### src/rtl/st7789_spi_rx_pkg.sv
// ST7789 receive-side constants: opcodes shared with the transmitter init table, default window, decoder states.
// No logic; the cursor step helper is pure combinational.
package st7789_spi_rx_pkg;

  localparam logic [7:0] ST_SWRESET = 8'h01;
  localparam logic [7:0] ST_SLPOUT  = 8'h11;
  localparam logic [7:0] ST_COLMOD  = 8'h3A;
  localparam logic [7:0] ST_MADCTL  = 8'h36;
  localparam logic [7:0] ST_INVON   = 8'h21;
  localparam logic [7:0] ST_NORON   = 8'h13;
  localparam logic [7:0] ST_DISPON  = 8'h29;
  localparam logic [7:0] ST_DISPOFF = 8'h28;
  localparam logic [7:0] ST_CASET   = 8'h2A;
  localparam logic [7:0] ST_RASET   = 8'h2B;
  localparam logic [7:0] ST_RAMWR   = 8'h2C;

  localparam int DEF_WIDTH  = 240;
  localparam int DEF_HEIGHT = 240;

  typedef enum logic [2:0] {
    S_IDLE,
    S_CASET,
    S_RASET,
    S_RAMWR_HI,
    S_RAMWR_LO,
    S_SKIP
  } dec_state_t;

  // 8-bit cursor step: wraps to the window start once the end is reached
  function automatic logic [7:0] win_step(input logic [7:0] cur, input logic [7:0] lo,
                                          input logic [7:0] hi);
    return (cur == hi) ? lo : cur + 8'd1;
  endfunction

endpackage

### src/rtl/st7789_spi_byte_rx.sv
// SPI byte deserializer: synchronizes SCL/SDA/DC, samples SDA on SCL rise, drops stale partial bytes.
// Latency: byte_vld SYNC_STAGES+1 cycles after the 8th SCL rise; no backpressure (receive-only).
module st7789_spi_byte_rx #(
  parameter int SYNC_STAGES  = 2,
  parameter int IDLE_TIMEOUT = 64
) (
  input  logic       w_clk,
  input  logic       w_rst_n,
  input  logic       sda,
  input  logic       scl,
  input  logic       dc,
  output logic       byte_vld,
  output logic [7:0] byte_dat,
  output logic       byte_dc
);

  localparam int SS = (SYNC_STAGES < 2) ? 2 : SYNC_STAGES;
  localparam int TW = $clog2(IDLE_TIMEOUT + 1);

  logic [SS-1:0] scl_sync, sda_sync, dc_sync;
  logic          scl_prev;
  logic [6:0]    shreg;
  logic [2:0]    bitcnt;
  logic [TW-1:0] idle_cnt;
  logic          scl_s, sda_s, dc_s, rise, timeout;

  assign scl_s   = scl_sync[SS-1];
  assign sda_s   = sda_sync[SS-1];
  assign dc_s    = dc_sync[SS-1];
  assign rise    = scl_s & ~scl_prev;
  // the rise cycle itself is not part of the idle run
  assign timeout = scl_s & ~rise & (idle_cnt == TW'(IDLE_TIMEOUT - 1));

  always_ff @(posedge w_clk or negedge w_rst_n) begin
    if (!w_rst_n) begin
      scl_sync <= '1;
      sda_sync <= '0;
      dc_sync  <= '0;
      scl_prev <= 1'b1;
      shreg    <= '0;
      bitcnt   <= '0;
      idle_cnt <= '0;
      byte_vld <= 1'b0;
      byte_dat <= '0;
      byte_dc  <= 1'b0;
    end else begin
      scl_sync <= {scl_sync[SS-2:0], scl};
      sda_sync <= {sda_sync[SS-2:0], sda};
      dc_sync  <= {dc_sync[SS-2:0], dc};
      scl_prev <= scl_s;
      byte_vld <= 1'b0;

      if (!scl_s || rise)
        idle_cnt <= '0;
      else if (idle_cnt != TW'(IDLE_TIMEOUT))
        idle_cnt <= idle_cnt + TW'(1);

      if (rise) begin
        shreg  <= {shreg[5:0], sda_s};
        bitcnt <= bitcnt + 3'd1;
        if (bitcnt == 3'd7) begin
          byte_vld <= 1'b1;
          byte_dat <= {shreg, sda_s};
          byte_dc  <= dc_s;
        end
      end else if (timeout) begin
        bitcnt <= '0;
      end
    end
  end

endmodule

### src/rtl/st7789_spi_rx.sv
// ST7789 command-stream decoder: CASET/RASET window, RAMWR pixel writes as {y,x}, display on/off, error flag.
// Latency: o_cmd_valid with o_byte_valid, o_px_we one cycle later; no backpressure (receive-only).
module st7789_spi_rx
  import st7789_spi_rx_pkg::*;
#(
  parameter int SYNC_STAGES  = 2,
  parameter int IDLE_TIMEOUT = 64,
  parameter int WIDTH        = DEF_WIDTH,
  parameter int HEIGHT       = DEF_HEIGHT
) (
  input  logic        w_clk,
  input  logic        w_rst_n,
  input  logic        i_sda,
  input  logic        i_scl,
  input  logic        i_dc,
  output logic        o_byte_valid,
  output logic [7:0]  o_byte,
  output logic        o_byte_dc,
  output logic        o_cmd_valid,
  output logic [7:0]  o_cmd,
  output logic        o_px_we,
  output logic [15:0] o_px_adr,
  output logic [15:0] o_px_data,
  output logic        o_disp_on,
  output logic        o_err
);

  localparam logic [7:0] XE_RST = 8'(WIDTH - 1);
  localparam logic [7:0] YE_RST = 8'(HEIGHT - 1);

  logic [1:0] rst_sync;
  logic       rst_n;

  // asynchronous assert, synchronous release of the internal reset
  always_ff @(posedge w_clk or negedge w_rst_n) begin
    if (!w_rst_n) rst_sync <= 2'b00;
    else          rst_sync <= {rst_sync[0], 1'b1};
  end
  assign rst_n = rst_sync[1];

  logic       byte_vld, byte_dc, cmd_vld;
  logic [7:0] byte_dat;

  st7789_spi_byte_rx #(
    .SYNC_STAGES (SYNC_STAGES),
    .IDLE_TIMEOUT(IDLE_TIMEOUT)
  ) u_byte_rx (
    .w_clk   (w_clk),
    .w_rst_n (rst_n),
    .sda     (i_sda),
    .scl     (i_scl),
    .dc      (i_dc),
    .byte_vld(byte_vld),
    .byte_dat(byte_dat),
    .byte_dc (byte_dc)
  );

  dec_state_t state;
  logic [1:0] pidx;
  logic [7:0] xs, xe, ys, ye, x, y, start_q, hi_q, cmd_q;

  assign cmd_vld      = byte_vld & ~byte_dc;
  assign o_byte_valid = byte_vld;
  assign o_byte       = byte_dat;
  assign o_byte_dc    = byte_dc;
  assign o_cmd_valid  = cmd_vld;
  // the opcode is visible in the same cycle as its strobe, then held
  assign o_cmd        = cmd_vld ? byte_dat : cmd_q;

  always_ff @(posedge w_clk or negedge rst_n) begin
    if (!rst_n) begin
      state     <= S_IDLE;
      pidx      <= '0;
      xs        <= '0;
      xe        <= XE_RST;
      ys        <= '0;
      ye        <= YE_RST;
      x         <= '0;
      y         <= '0;
      start_q   <= '0;
      hi_q      <= '0;
      cmd_q     <= '0;
      o_px_we   <= 1'b0;
      o_px_adr  <= '0;
      o_px_data <= '0;
      o_disp_on <= 1'b0;
      o_err     <= 1'b0;
    end else begin
      o_px_we <= 1'b0;
      if (byte_vld && !byte_dc) begin
        cmd_q <= byte_dat;
        pidx  <= '0;
        case (byte_dat)
          ST_CASET: state <= S_CASET;
          ST_RASET: state <= S_RASET;
          ST_RAMWR: begin
            state <= S_RAMWR_HI;
            x     <= xs;
            y     <= ys;
          end
          ST_SWRESET: begin
            state     <= S_IDLE;
            xs        <= '0;
            xe        <= XE_RST;
            ys        <= '0;
            ye        <= YE_RST;
            o_disp_on <= 1'b0;
          end
          ST_DISPON: begin
            state     <= S_SKIP;
            o_disp_on <= 1'b1;
          end
          ST_DISPOFF: begin
            state     <= S_SKIP;
            o_disp_on <= 1'b0;
          end
          default: state <= S_SKIP;
        endcase
      end else if (byte_vld) begin
        case (state)
          S_IDLE: o_err <= 1'b1;
          S_CASET, S_RASET: begin
            pidx <= pidx + 2'd1;
            // high bytes (p0, p2) are dropped: coordinates are 8-bit
            if (pidx == 2'd1) begin
              start_q <= byte_dat;
            end else if (pidx == 2'd3) begin
              if (state == S_CASET) begin
                xs <= start_q;
                xe <= byte_dat;
              end else begin
                ys <= start_q;
                ye <= byte_dat;
              end
              state <= S_IDLE;
            end
          end
          S_RAMWR_HI: begin
            hi_q  <= byte_dat;
            state <= S_RAMWR_LO;
          end
          S_RAMWR_LO: begin
            o_px_we   <= 1'b1;
            o_px_adr  <= {y, x};
            o_px_data <= {hi_q, byte_dat};
            x         <= win_step(x, xs, xe);
            if (x == xe) y <= win_step(y, ys, ye);
            state <= S_RAMWR_HI;
          end
          default: ;
        endcase
      end
    end
  end

endmodule

### config.mk
export PLATFORM = sky130hd
export DESIGN_NAME = st7789_spi_rx
export DESIGN_NICKNAME = d
export VERILOG_FILES = /design/src/rtl/st7789_spi_rx_pkg.sv /design/src/rtl/st7789_spi_byte_rx.sv /design/src/rtl/st7789_spi_rx.sv
export SDC_FILE = /design/constraint.sdc
export NUM_CORES = 1
export LEC_CHECK = 0
export CORE_ASPECT_RATIO = 1.25
export CORE_MARGIN = 1.5
export CORE_UTILIZATION = 25
export CTS_BUF_LIST = sky130_fd_sc_hd__clkbuf_4
export CTS_CLUSTER_SIZE = 14
export DETAILED_ROUTE_END_ITERATION = 10
export PLACE_DENSITY = 0.47
export SYNTH_ARGS = -nofsm -noshare
export SYNTH_HDL_FRONTEND = slang
export SYNTH_HIERARCHICAL = 1
export SYNTH_SLANG_ARGS = --single-unit
### constraint.sdc
create_clock -name w_clk -period 5.6 [get_ports w_clk]
set_clock_uncertainty 0.05 [all_clocks]
set_input_delay 0.56 -clock w_clk [delete_from_list [all_inputs] [get_ports w_clk]]
set_output_delay 0.56 -clock w_clk [all_outputs]
set_load 0.005 [all_outputs]
==> flow_results.org <==
** Cells and area
- Relative area change from synthesis to final layout :: 17.3%
- Non-Filler Instances :: 1032
- Post-route standard cell area excluding fillers :: 7700 sq um
- For this run, the post-layout net count is 691.
- Fraction of layout cells with a size suffix above 1 :: 16.2%
- Largest regs :: o_px_adr (16), o_px_data (16)
- Cells fill 29.7% of the core in the end.

** Clock tree
- The tree is rooted in a sky130_fd_sc_hd__clkbuf_4.
- The clock reaches the later pin of the worst-skew pair after 560 ps.
- Clock tree synthesis found a total of 148 sinks.
- Post-CTS setup repair buffer count :: 0
- Number of buffers added by the clock tree synthesis step :: 17
- The H-tree was split into 4 levels.
- The clock passes through at most 2 buffers.
- Clock tree from TritonCTS :: built
- Resize count post-CTS :: 0
- The number of hold buffers added after CTS was 0.
- Clock Pin Slew Worst Setup and Hold Paths :: 120 ps

** Logic synthesis
- After synthesis, the largest area contributor takes up 50.0% of total cell area.
- Yosys mapped a number of flops with a built-in enable equal to 0.
- Summed over all instances, the cell type with the most area after synthesis is sky130_fd_sc_hd__dfrtp_1.
- Portion of netlist area occupied by mux cells :: 8.37%
- Average size of a mapped cell :: 10.4 sq um
- After synthesis the cells add up to 6560 sq um.
- Simple logic cell fraction of the synthesized area :: 17.5%
- Summing the areas of all compound-gate instances in the mapped netlist gives 9.73% of the synthesized area.
- Counting flops and latches in the post-synthesis netlist gives 148.
- Sorting the synthesized cells by area gives the leading types as sky130_fd_sc_hd__dfrtp_1 (50%), sky130_fd_sc_hd__nand2_1 (9.8%), sky130_fd_sc_hd__dfstp_2 (6.8%), sky130_fd_sc_hd__mux2_2 (6.7%), sky130_fd_sc_hd__xor2_1 (2.4%).
- Summing the areas of all fa, ha and maj instances in the mapped netlist gives 1.53% of the synthesized area.
- Post-synth cell types :: 61
- Number of nets produced by synthesis :: 642
- In the synthesized netlist the dominant register cell turns out to be sky130_fd_sc_hd__dfrtp_1.
- Counting flops with an async set or reset pin after synthesis yields a share of 100%.
- Seq/Total Area, Yosys :: 56.8%
- The synthesized netlist devotes 2.54% of its cell area to XOR and XNOR gates.
- Largest family of logic cells by synthesized area :: simple AND/OR/NAND/NOR gates
- Synth Instances :: 629
- During synthesis, Yosys emitted a total of 6 warnings.

** STA
- The worst path uses 67.8% of the clock period.
- Sum of negative setup slack :: 0 ps
- Once routing completed, OpenROAD measured the worst setup slack at 1800 ps.
- The worst path needs 3800 ps of the cycle, external delays included.
- Slew Limit Fails :: 0
- Transition at the pin with the smallest max-transition slack :: 1000 ps
- Min Hold Slack :: 120 ps
- The count of final hold-check violations is 0.
- Final setup violation count :: 0
- Maximum clock frequency :: 0.263 GHz
- Worst slew slack as a fraction of its limit :: 33.0%
- RSZ-0062 raised after global routing :: false

** Placement
- Final GP Congestion :: 0.769
- Dpl cells :: 999
- Total placed instance area :: 7450 sq um
- IO Port Bufs :: 58
- Pre-CTS setup slack :: 2370 ps
- Detailed placement ended at an HPWL of 10600 microns.

** Drt
- Wire length after detailed routing :: 15800 microns
- The detail route stage leaves a number of antenna-violating nets equal to 0.
- Across all layers, the routed design uses 4580 vias.
- Via density :: 4.44
- In this run, the number of DRC markers left after iteration 0 of detailed routing was 252.
- For this run, design rule violations remaining after detail routing come to 0.
- Post-DR wirelength/cell :: 15.3 microns
- The pre-antenna-repair detailed-routing pass consisted of 4 iterations.

** Pwr
- After layout, the design draws a total of 2.78 mW.
- IR Drop Worst-Case VDD :: 0.000238 V
- For this design the static power due to leakage is 3.48 nW.
- Power per unit of standard cell area :: 361 nW/um^2

** Setup path
- Of all nets on the critical path, the largest fanout is 22.
- Kind of cell adding the most delay to the critical path :: buffers and inverters
- The worst setup path is launched from a flop.
- Counting both buffers and inverters, the worst setup path holds a total of 3.
- Type of destination of the critical path :: primary output
- At the worst endpoint, the arrival time is 3190 ps.
- For the worst setup path, the data required time is 4990 ps.
- Worst Path Class, Setup :: flop to primary output
- The critical path goes through inv_1, nand2_1, inv_1, nand2_1, nand2_1, clkdlybuf4s50_1.
- The slowest stage of the critical path belongs to the cell sky130_fd_sc_hd__inv_1.
- Most frequent cell on the critical path :: sky130_fd_sc_hd__nand2_1
- Slowest cell delay on critical path :: 840 ps

** Min path
- Type of the tightest min-delay check :: primary input to asynchronous set/reset pin

** Job
- Max-cap violations :: 0

** Global routing
- After global routing the overflow that remains totals 0.
- Number of antenna violations at the first check in global routing :: 1
- Entering global routing, the biggest net connects 66 pins.
- Global-route total usage across every layer :: 12.2%
- Via count of the first global-routing pass :: 4649
- Wire length of the first global-routing pass :: 25600 microns

** Outcome
- The run finished with clean final reports.

** Die
- In this run the vertical extent of the chip is 184 microns.
- Floorplan die area :: 27200 sq um
- After floorplanning, the core was divided into 66 placement rows.
- Horizontal die dimension :: 148 microns
- For this configuration, the core starts out at a cell density of 25.3%.
- 59 I/O pins were placed.
- Total core area :: 25900 sq um
cells in the final DEF, fill, tap and decap left out, types with 17 or more instances in the layout:
cell                              count
sky130_fd_sc_hd__dfrtp_1            130
sky130_fd_sc_hd__clkdlybuf4s50_1     58
sky130_fd_sc_hd__nand2_1            172
sky130_fd_sc_hd__dfstp_2             17
sky130_fd_sc_hd__o21ai_0             23
sky130_fd_sc_hd__xor2_1              18
sky130_fd_sc_hd__clkbuf_4            20
sky130_fd_sc_hd__o21ai_1             19
sky130_fd_sc_hd__inv_1               17
sky130_fd_sc_hd__mux2_2              39
sky130_fd_sc_hd__nor2_1              25
per-layer routing:
layer	routed length (microns)	track usage, %	vias up
met4	263	4.44	0
met2	7790	20.4	63
li1	-	-	2227
met5	0	0	-
met3	459	2.67	20
met1	7310	15.5	2270
cell type report:
type,count,area [sq um]
Fill cell,2791,18200
Sequential cell,148,3730
Multi-Input combinational cell,430,2610
Timing Repair Buffer,64,626
Tap cell,340,425
Clock buffer,20,150
Clock inverter,12,92.6
Inverter,17,63.8
Antenna cell,1,2.50
kinds of logic (layout without fill, tap and decap cells):
kind of cell             count (synthesis)  count (layout)
adder cells (fa/ha/maj)                  8               8
multiplexers                            50              50
AO/OA/AOI/OAI                           98              98
buffers and inverters                   51             113
AND/OR/NAND/NOR                        254             254
other                                    1               2
XOR/XNOR                                19              19
flip-flops                             148             148
cells in the mapped netlist (all sizes together), types with 15 or more instances:
cell,n
dfrtp,131
nand3,15
nand2,173
xor2,18
a21oi,15
buf,17
nor2,26
o21ai,44
inv,17
clkbuf,17
dfstp,17
mux2,39
worst register-to-register path, cell delays in order (launching register included):
cell and delay [ps]:
sky130_fd_sc_hd__dfrtp_1 510, sky130_fd_sc_hd__inv_1 110, sky130_fd_sc_hd__nand2_1 590, sky130_fd_sc_hd__inv_1 620, sky130_fd_sc_hd__a21oi_2 830, sky130_fd_sc_hd__mux2i_1 280, sky130_fd_sc_hd__a22oi_1 100
power by group:
part / internal [mW] / leakage (nW) / switching [mW]
Combinational: 0.386 / 1.40 / 0.356
Sequential: 1.20 / 1.95 / 0.215
Clock: 0.228 / 0.131 / 0.386
worst paths after layout:
| path | slack, ps | depth (start not counted) | start | to |
|---|---|---|---|---|
| max | 1800 | 6 | u_byte_rx/byte_dc | o_cmd[2] |
| min | 120 | 1 | w_rst_n | rst_sync[1] |
| max reg2reg | 2390 | 6 | u_byte_rx/byte_dc | y[4] |
| min reg2reg | 190 | 0 | rst_sync[1] | u_byte_rx/idle_cnt[6] |
| max in group asynchronous | 4110 | 1 | rst_sync[1] | start_q[1] |
| min in group w_clk | 290 | 0 | u_byte_rx/sda_sync[0] | u_byte_rx/sda_sync[1] |
No activity file was read; power rests on OpenSTA's default activity.
